[src/rtl/dm_arbiter_if.sv]
// Bus bundle for the data-memory arbiter. Holds the CPU M-stage access,
// the secondary DMA/loader/debug word port and the single data-memory port.
// The slave modport is the arbiter's view; the master modport is the view
// of everything around it (pipeline, DMA engine and the memory itself).
interface dm_arbiter_if;
    // CPU M-stage access
    logic        cpu_req;
    logic        cpu_we;
    logic [29:0] cpu_addr;
    logic [31:0] cpu_wd;
    logic [3:0]  cpu_be;
    logic        int_req;
    logic        cpu_stall;

    // Secondary DMA word port
    logic        dma_req;
    logic        dma_we;
    logic [29:0] dma_addr;
    logic [31:0] dma_wd;
    logic [3:0]  dma_be;
    logic        dma_gnt;
    logic [31:0] dma_rdata;
    logic        dma_rvalid;

    // Shared data-memory port
    logic [29:0] dm_addr;
    logic [31:0] dm_wd;
    logic [3:0]  dm_be;
    logic        dm_memwr;
    logic [31:0] dm_rd;

    modport slave (
        input  cpu_req, cpu_we, cpu_addr, cpu_wd, cpu_be, int_req,
        output cpu_stall,
        input  dma_req, dma_we, dma_addr, dma_wd, dma_be,
        output dma_gnt, dma_rdata, dma_rvalid,
        output dm_addr, dm_wd, dm_be, dm_memwr,
        input  dm_rd
    );

    modport master (
        output cpu_req, cpu_we, cpu_addr, cpu_wd, cpu_be, int_req,
        input  cpu_stall,
        output dma_req, dma_we, dma_addr, dma_wd, dma_be,
        input  dma_gnt, dma_rdata, dma_rvalid,
        input  dm_addr, dm_wd, dm_be, dm_memwr,
        output dm_rd
    );
endinterface

[src/rtl/dm_arbiter.sv]
// dm_arbiter: shares the single data-memory port between the CPU M stage
// and a secondary DMA word port. The CPU normally wins; a DMA slot lasts
// exactly one cycle and is always followed by a CPU cycle. CPU stores are
// masked while an interrupt is pending so an interrupted store never commits.
//
// Optional feature macro: DM_ARB_STARVE_EN
//   defined   - a saturating starvation counter forces a DMA slot after
//               MAX_WAIT consecutive blocked cycles (stalling the CPU once)
//   undefined - strict CPU priority, DMA only gets idle CPU cycles
module dm_arbiter #(
    parameter int unsigned MAX_WAIT = 8
) (
    input  logic         clk,
    input  logic         reset,
    dm_arbiter_if.slave  bus
);

    typedef enum logic {
        S_CPU = 1'b0,
        S_DMA = 1'b1
    } state_t;

    state_t      state;
    state_t      next_state;
    logic        gnt;
    logic        starve_hit;
    logic [31:0] rdata_q;
    logic        rvalid_q;

    // Reject a threshold the 8-bit counter cannot represent
    if (MAX_WAIT < 1 || MAX_WAIT > 255) begin : g_bad_max_wait
        $error("dm_arbiter: MAX_WAIT must be in 1..255");
    end

`ifdef DM_ARB_STARVE_EN
    localparam logic [7:0] WAIT_LIMIT = 8'(MAX_WAIT);

    logic [7:0] wait_cnt;

    assign starve_hit = (wait_cnt >= WAIT_LIMIT);

    // Count consecutive cycles the DMA request is blocked by the CPU
    always_ff @(posedge clk) begin
        if (reset) begin
            wait_cnt <= '0;
        end else if (!bus.dma_req || next_state == S_DMA) begin
            wait_cnt <= '0;
        end else if (state == S_CPU && bus.cpu_req && wait_cnt != 8'hFF) begin
            wait_cnt <= wait_cnt + 8'd1;
        end
    end
`else
    assign starve_hit = 1'b0;
`endif

    // State register
    always_ff @(posedge clk) begin
        if (reset) begin
            state <= S_CPU;
        end else begin
            state <= next_state;
        end
    end

    // Port mux, write strobe, handshakes and next-state selection
    always_comb begin
        next_state   = S_CPU;
        gnt          = 1'b0;
        bus.cpu_stall = 1'b0;
        bus.dm_addr  = bus.cpu_addr;
        bus.dm_wd    = bus.cpu_wd;
        bus.dm_be    = bus.cpu_be;
        bus.dm_memwr = 1'b0;
        case (state)
            S_CPU: begin
                bus.dm_memwr = bus.cpu_req & bus.cpu_we & ~bus.int_req;
                if (bus.dma_req && (!bus.cpu_req || starve_hit)) begin
                    next_state = S_DMA;
                end
            end
            S_DMA: begin
                bus.dm_addr   = bus.dma_addr;
                bus.dm_wd     = bus.dma_wd;
                bus.dm_be     = bus.dma_be;
                bus.dm_memwr  = bus.dma_req & bus.dma_we;
                gnt           = bus.dma_req;
                bus.cpu_stall = bus.cpu_req;
                next_state    = S_CPU;
            end
            default: begin
                next_state = S_CPU;
            end
        endcase
        if (reset) begin
            bus.dm_memwr  = 1'b0;
            gnt           = 1'b0;
            bus.cpu_stall = 1'b0;
            next_state    = S_CPU;
        end
    end

    // Capture DMA read data at the end of a granted read; pulse rvalid once
    always_ff @(posedge clk) begin
        if (reset) begin
            rdata_q  <= '0;
            rvalid_q <= 1'b0;
        end else begin
            rvalid_q <= gnt & ~bus.dma_we;
            if (gnt && !bus.dma_we) begin
                rdata_q <= bus.dm_rd;
            end
        end
    end

    assign bus.dma_gnt    = gnt;
    assign bus.dma_rdata  = rdata_q;
    assign bus.dma_rvalid = rvalid_q;

endmodule

[src/flat_wrapper.sv]
// flat-port wrapper written by rule: the top's interface ports become plain ports
module dm_arbiter_flat 
#(
    parameter int unsigned MAX_WAIT = 8
)
  (clk, reset, bus_cpu_req, bus_cpu_we, bus_cpu_addr, bus_cpu_wd, bus_cpu_be, bus_int_req, bus_cpu_stall, bus_dma_req, bus_dma_we, bus_dma_addr, bus_dma_wd, bus_dma_be, bus_dma_gnt, bus_dma_rdata, bus_dma_rvalid, bus_dm_addr, bus_dm_wd, bus_dm_be, bus_dm_memwr, bus_dm_rd);
  dm_arbiter_if bus_i ();
  input  logic clk;
  input  logic reset;
  input wire logic [$bits(bus_i.cpu_req)-1:0] bus_cpu_req;
  input wire logic [$bits(bus_i.cpu_we)-1:0] bus_cpu_we;
  input wire logic [$bits(bus_i.cpu_addr)-1:0] bus_cpu_addr;
  input wire logic [$bits(bus_i.cpu_wd)-1:0] bus_cpu_wd;
  input wire logic [$bits(bus_i.cpu_be)-1:0] bus_cpu_be;
  input wire logic [$bits(bus_i.int_req)-1:0] bus_int_req;
  output wire logic [$bits(bus_i.cpu_stall)-1:0] bus_cpu_stall;
  input wire logic [$bits(bus_i.dma_req)-1:0] bus_dma_req;
  input wire logic [$bits(bus_i.dma_we)-1:0] bus_dma_we;
  input wire logic [$bits(bus_i.dma_addr)-1:0] bus_dma_addr;
  input wire logic [$bits(bus_i.dma_wd)-1:0] bus_dma_wd;
  input wire logic [$bits(bus_i.dma_be)-1:0] bus_dma_be;
  output wire logic [$bits(bus_i.dma_gnt)-1:0] bus_dma_gnt;
  output wire logic [$bits(bus_i.dma_rdata)-1:0] bus_dma_rdata;
  output wire logic [$bits(bus_i.dma_rvalid)-1:0] bus_dma_rvalid;
  output wire logic [$bits(bus_i.dm_addr)-1:0] bus_dm_addr;
  output wire logic [$bits(bus_i.dm_wd)-1:0] bus_dm_wd;
  output wire logic [$bits(bus_i.dm_be)-1:0] bus_dm_be;
  output wire logic [$bits(bus_i.dm_memwr)-1:0] bus_dm_memwr;
  input wire logic [$bits(bus_i.dm_rd)-1:0] bus_dm_rd;
  assign bus_i.cpu_req = bus_cpu_req;
  assign bus_i.cpu_we = bus_cpu_we;
  assign bus_i.cpu_addr = bus_cpu_addr;
  assign bus_i.cpu_wd = bus_cpu_wd;
  assign bus_i.cpu_be = bus_cpu_be;
  assign bus_i.int_req = bus_int_req;
  assign bus_cpu_stall = bus_i.cpu_stall;
  assign bus_i.dma_req = bus_dma_req;
  assign bus_i.dma_we = bus_dma_we;
  assign bus_i.dma_addr = bus_dma_addr;
  assign bus_i.dma_wd = bus_dma_wd;
  assign bus_i.dma_be = bus_dma_be;
  assign bus_dma_gnt = bus_i.dma_gnt;
  assign bus_dma_rdata = bus_i.dma_rdata;
  assign bus_dma_rvalid = bus_i.dma_rvalid;
  assign bus_dm_addr = bus_i.dm_addr;
  assign bus_dm_wd = bus_i.dm_wd;
  assign bus_dm_be = bus_i.dm_be;
  assign bus_dm_memwr = bus_i.dm_memwr;
  assign bus_i.dm_rd = bus_dm_rd;
  dm_arbiter #(.MAX_WAIT(MAX_WAIT)) u_core (.clk(clk), .reset(reset), .bus(bus_i));
endmodule
[config.mk]
export PLATFORM = sky130hd
export DESIGN_NAME = dm_arbiter_flat
export DESIGN_NICKNAME = d
export VERILOG_FILES = /design/src/rtl/dm_arbiter_if.sv /design/src/rtl/dm_arbiter.sv /design/src/flat_wrapper.sv
export SDC_FILE = /design/constraint.sdc
export NUM_CORES = 1
export LEC_CHECK = 0
export ABC_AREA = 0
export BUFFER_PORTS_ARGS = -buffer_cell sky130_fd_sc_hd__buf_2
export CAP_MARGIN = 25
export CORE_AREA = 5 5 102 104
export DETAILED_ROUTE_END_ITERATION = 16
export DIE_AREA = 0 0 107 109
export PLACE_DENSITY = 0.76
export SLEW_MARGIN = 20
export SYNTH_ARGS = -nofsm -noshare
export SYNTH_HDL_FRONTEND = slang
export SYNTH_SLANG_ARGS = --single-unit
[constraint.sdc]
create_clock -name clk -period 1.25 [get_ports clk]
set_input_delay 0.0625 -clock clk [delete_from_list [all_inputs] [get_ports clk]]
set_output_delay 0.0625 -clock clk [all_outputs]
set_load 0.05 [all_outputs]
# Yosys cells after proc, flatten, opt, wreduce, memory -nomap -nowiden
# Index checks and enable logic that the tools add are counted.
dict set report totals {
  in_bits 171
  rom_bits 0
  regBits 34
  latch_bits 0
  output_inout_bits 102
  n_memories 0
  wordCells 25
  ramBits 0
}
dict set report op_classes {
  bitwise 7
  div_mod_pow 0
  mul 0
  add_sub_neg 0
  mux 11
  n_eq_ne 0
  shift 0
  order_cmp 0
  n_reduce_logical 4
}
# op n
set op_table {}
lappend op_table {{two-way mux 32 bit} 1}
lappend op_table {{two-way mux 30 bit} 1}
lappend op_table {{two-way mux 1 bit} 6}
lappend op_table {{AND 1 bit} 4}
lappend op_table {{two-way mux 4 bit} 1}
lappend op_table {{one-hot mux 1 bit (2 select lines)} 2}
lappend op_table {{NOT 1 bit} 3}
lappend op_table {{logical AND 1 bit} 2}
lappend op_table {{logical NOT 1 bit} 2}

# Depth between registers and ports, before layout
dict set report depth {
  depth_word 4
  depth_mapped 5
  depth_no_buf 2
}

# Least setup slack after synthesis
# No wires, ideal clock.
dict set report synth_timing {
  path_type {flip-flop to output port}
  from {register u_core.state}
  to {output bus_dm_memwr}
  slack_ps -281
  t_required_ps 1188
  arrival_ps 1469
  stages_incl_launch_ff 5
  n_path_buf 2
  path_cell_list {dfxtp_1 > buf_4 > buf_2 > nand3_1 > a21oi_1}
}
dict set report synth_via {
  elab_chain_cells 3
}
# element line
set synth_rtl {}
lappend synth_rtl {{start, declared} dm_arbiter.sv:23} ;# state_t state;
lappend synth_rtl {{start signal, assigned} dm_arbiter.sv:61} ;# state <= next_state;
lappend synth_rtl {{NOT 1 bit} dm_arbiter.sv:74} ;# case (state)
lappend synth_rtl {{one-hot mux 1 bit (2 select lines) (*)} dm_arbiter.sv:74}
lappend synth_rtl {{two-way mux 1 bit (*)} dm_arbiter.sv:94} ;# if (reset) begin
lappend synth_rtl {{end, declared} flat_wrapper.sv:28} ;# output wire logic [$bits(bus_i.dm_memwr)-1:0] bus_dm_memwr;
# Every way passes the cells marked *; elsewhere a longest branch is shown, timed or not.

# Worst setup path in the final report
dict set report layout_timing {
  from {register u_core.state}
  to {output bus_dm_addr[26]}
}
dict set report layout_via {
  elab_chain_cells 1
}
# element line
set layout_rtl {}
lappend layout_rtl {{two-way mux 30 bit} dm_arbiter.sv:74}
lappend layout_rtl {{end, declared} flat_wrapper.sv:25} ;# output wire logic [$bits(bus_i.dm_addr)-1:0] bus_dm_addr;
# No other way between the ends.

==> run summary <==
=================================================================================================
Result of the run                                                                    complete, but fails checks
Violated checks                                                                      setup timing
Sequential cell area                                                                      684 um2
Core occupancy in the finished layout                                                       47.9%
Post-synthesis area per instance                                                         12.3 um2
Crit path arrival time                                                                    1460 ps
Antenna violations before repair                                                                5
Critical path's largest stage delay                                                        380 ps
Leading post-synthesis cells by cell area                                            sky130_fd_sc_hd__mux2_2 34%, sky130_fd_sc_hd__dfxtp_1 30%, sky130_fd_sc_hd__mux2_4 19%
Endpoint type of the worst setup path                                                  output pin
Number of optimization iterations in the first detailed-route pass                              4
Transition at the pin with the smallest max-transition slack                               269 ps
RSZ-0062 raised after global routing                                                         true
Total area of multi-input combinational cells                                            1540 um2
Number of remaining DRC errors                                                                  0
P_leak                                                                                    2.44 nW
Main combinational cell family by area after synthesis                               multiplexers
Final WS setup                                                                            -275 ps
Global-route wire length before repair                                                   15200 um
Power Dens Cells                                                                       780 nW/um2
Crit Path Class                                                                        reg -> out
Count of yosys warnings during synthesis                                                        0
Fmax                                                                                      656 MHz
Share of synthesized registers carrying an async set or reset                                  0%
Initial detailed-routing violation count                                                      100
Final setup viols                                                                             101
Final GP Congestion                                                                         0.917
Synthesized cell area                                                                    2310 um2
Number of maximum-capacitance constraint violations                                             0
Rows                                                                                           36
TritonCTS Buffers                                                                               5
Number of standard cells after synthesis                                                      187
Total count of max-transition violations in the final report                                    0
Via count of the first global-routing pass                                                   3012
IO buf count                                                                                  272
Source-to-sink clock delay at the later pin of the worst-skew pair                         280 ps
Clock Path Buffers                                                                              2
Final critical-path share of the clock period                                                122%
Post-Place Cell Area                                                                     3860 um2
Area Overhead vs Synth                                                                      96.2%
Area leader, netlist                                                                 sky130_fd_sc_hd__mux2_2
Post-detailed-routing wire length                                                        10700 um
Setup slack of the most critical reg-to-reg path                                          -140 ps
Gr usage total                                                                              16.5%
Leading cell types by count after synthesis                                          69 x sky130_fd_sc_hd__mux2_2, 34 x sky130_fd_sc_hd__dfxtp_1, 29 x sky130_fd_sc_hd__mux2_4
H-tree lvl count                                                                                2
Post-Synth Simple-Gate Area                                                                 12.0%
Number of sinks on the clock net                                                               34
Number of distinct library cell variants in the gate-level netlist after synthesis             17
Via total after detailed routing                                                             2683
Layout Skew                                                                               4.49 ps
Top Ports                                                                                     273
Peak supply drop                                                                         0.678 mV
Share of the yosys chip area belonging to registers                                         29.5%
Effective utilization at floorplan                                                          24.4%
Minimum period implied by the final worst setup slack                                     1520 ps
Die Footprint                                                                           11700 um2
Share of the synthesized area in the top cell type                                          33.7%
Fraction of layout instances using a drive strength above 1                                 82.7%
Pin count of the biggest net entering global routing                                           31
Adder and majority cell fraction of the synthesized area                                       0%
Cell Chain, Critical Path                                                            buf_12 > clkbuf_16 > mux2_2 > buf_6
Total negative slack                                                                    -20120 ps
Critical Path Start Type                                                                     flop
Tightest slew margin relative to the limit                                                  82.2%
Most numerous cell in the Yosys netlist                                              sky130_fd_sc_hd__mux2_2
Half-perimeter wire length after placement                                                8140 um
Antenna viol nets, final                                                                        0
Synthesized-area fraction occupied by xor and xnor cells                                       0%
Final count of hold timing violations                                                           0
Layout filler cell count                                                                      866
Critical-path maximum fanout                                                                   12
Clock root buffer master                                                             sky130_fd_sc_hd__clkbuf_8
Path class of the lowest-slack min-delay path                                           in -> reg
Multiplexer area fraction after synthesis                                                   52.5%
Routed wire per std cell                                                                  17.7 um
Post-DR vias/cell                                                                            4.44
Clock slew at reported path FFs                                                             70 ps
Congestion Overflow GR                                                                          0
Flip-flop cell with the highest count after synthesis                                sky130_fd_sc_hd__dfxtp_1
Post-synth EDFFs                                                                                0
Synth Net Count                                                                               358
Die Ht                                                                                     109 um
CP Data Required Time                                                                     1190 ps
Slowest CP cell                                                                      sky130_fd_sc_hd__dfxtp_4
Cell depth of the worst flop-to-flop path                                                       4
Core outline area                                                                        9460 um2
Yosys reg bits                                                                                 34
Horizontal die dimension                                                                   107 um
Fin area                                                                                 4530 um2
Total Nets Final                                                                              656
Depth of the worst hold-timing path                                                             2
Post-synthesis compound-gate area fraction                                                 0.217%
CTS tree                                                                                     done
=================================================================================================
per-stage QoR:
| stage | cells | total power [W] | worst slack (ps) | hold slack (ps) |
|---|---|---|---|---|
| floorplan | 187 | 0.00201 | 30.6 | 140 |
| global placement | 575 | 0.00248 | -57.5 | 285 |
| detailed placement | 575 | 0.00249 | -81.9 | 278 |
| CTS | 598 | 0.00355 | -279 | 1.67 |
| global route | 604 | 0.00368 | -315 | 1.46 |
| finish | 604 | 0.00353 | -275 | 8.69 |
flip-flops by register name (all words and copies together), names as in the netlist:
name                   count
u_core.bus.dma_rdata      32
u_core.bus.dma_rvalid      1
u_core.state               1
report_power, final:
part | switching (W) | internal, W
Sequential | 0.00000841 | 0.00110
Clock | 0.000385 | 0.000444
Combinational | 0.000917 | 0.000679
path summary, 6_finish.rpt:
path,startpoint,endpoint
min,bus_dm_rd[3],u_core.bus.dma_rdata[3]
min reg2reg,u_core.bus.dma_rdata[11],u_core.bus.dma_rdata[11]
max reg2reg,u_core.state,u_core.bus.dma_rdata[2]
max,u_core.state,bus_dm_addr[26]
final cells by class:
type                       count  area share (%)
clock buffer                   7            1.91
timing repair buffer         306            45.4
antenna                        4           0.221
multi-input combinational    137            34.1
inverter                       1          0.0829
tap                          114            3.15
sequential                    34            15.1
clock inverter                 1           0.111
cell usage in the layout (no fill, tap or decap), drive strengths merged:
cell         netlist  final
buf               14    291
mux2              98     98
dfxtp             34     34
nor2b             26     26
dlygate4sd3        0     13
clkbuf             1      9
and2b              6      6
diode              0      4
and3b              2      2
nand4bb            2      2
nand3              1      1
a21oi              1      1
inv                1      1
nor4b              1      1
clkinv             0      1
timing repair:
item	CTS	global route
hold buffers	13	0
gates cloned	1	3
resized for setup	108	3
pin swaps	2	2
endpoints found under the setup margin	101	101
setup buffers	1	0
endpoints found under the hold margin	13	0
critical path, delay by kind of cell (launching register included):
kind	cells	cell delay (ps)
muxes	1	340
buffers and inverters	3	460
DFF	1	380
kinds of logic after synthesis:
kind of cell | count (synthesis)
AOI/OAI and AO/OA | 1
muxes | 98
and+or+nand+nor | 38
DFF | 34
buffers and inverters | 16
per-layer routing:
metal / vias to the layer above / track usage, % / part of all wire, %
li1: 1256 / - / -
met1: 1247 / 16.6 / 36
met2: 151 / 31.4 / 52
met3: 27 / 5.15 / 8.4
met4: 2 / 6.48 / 3.4
met5: - / 0 / 0.19
Power figures use the tool's default switching activity.
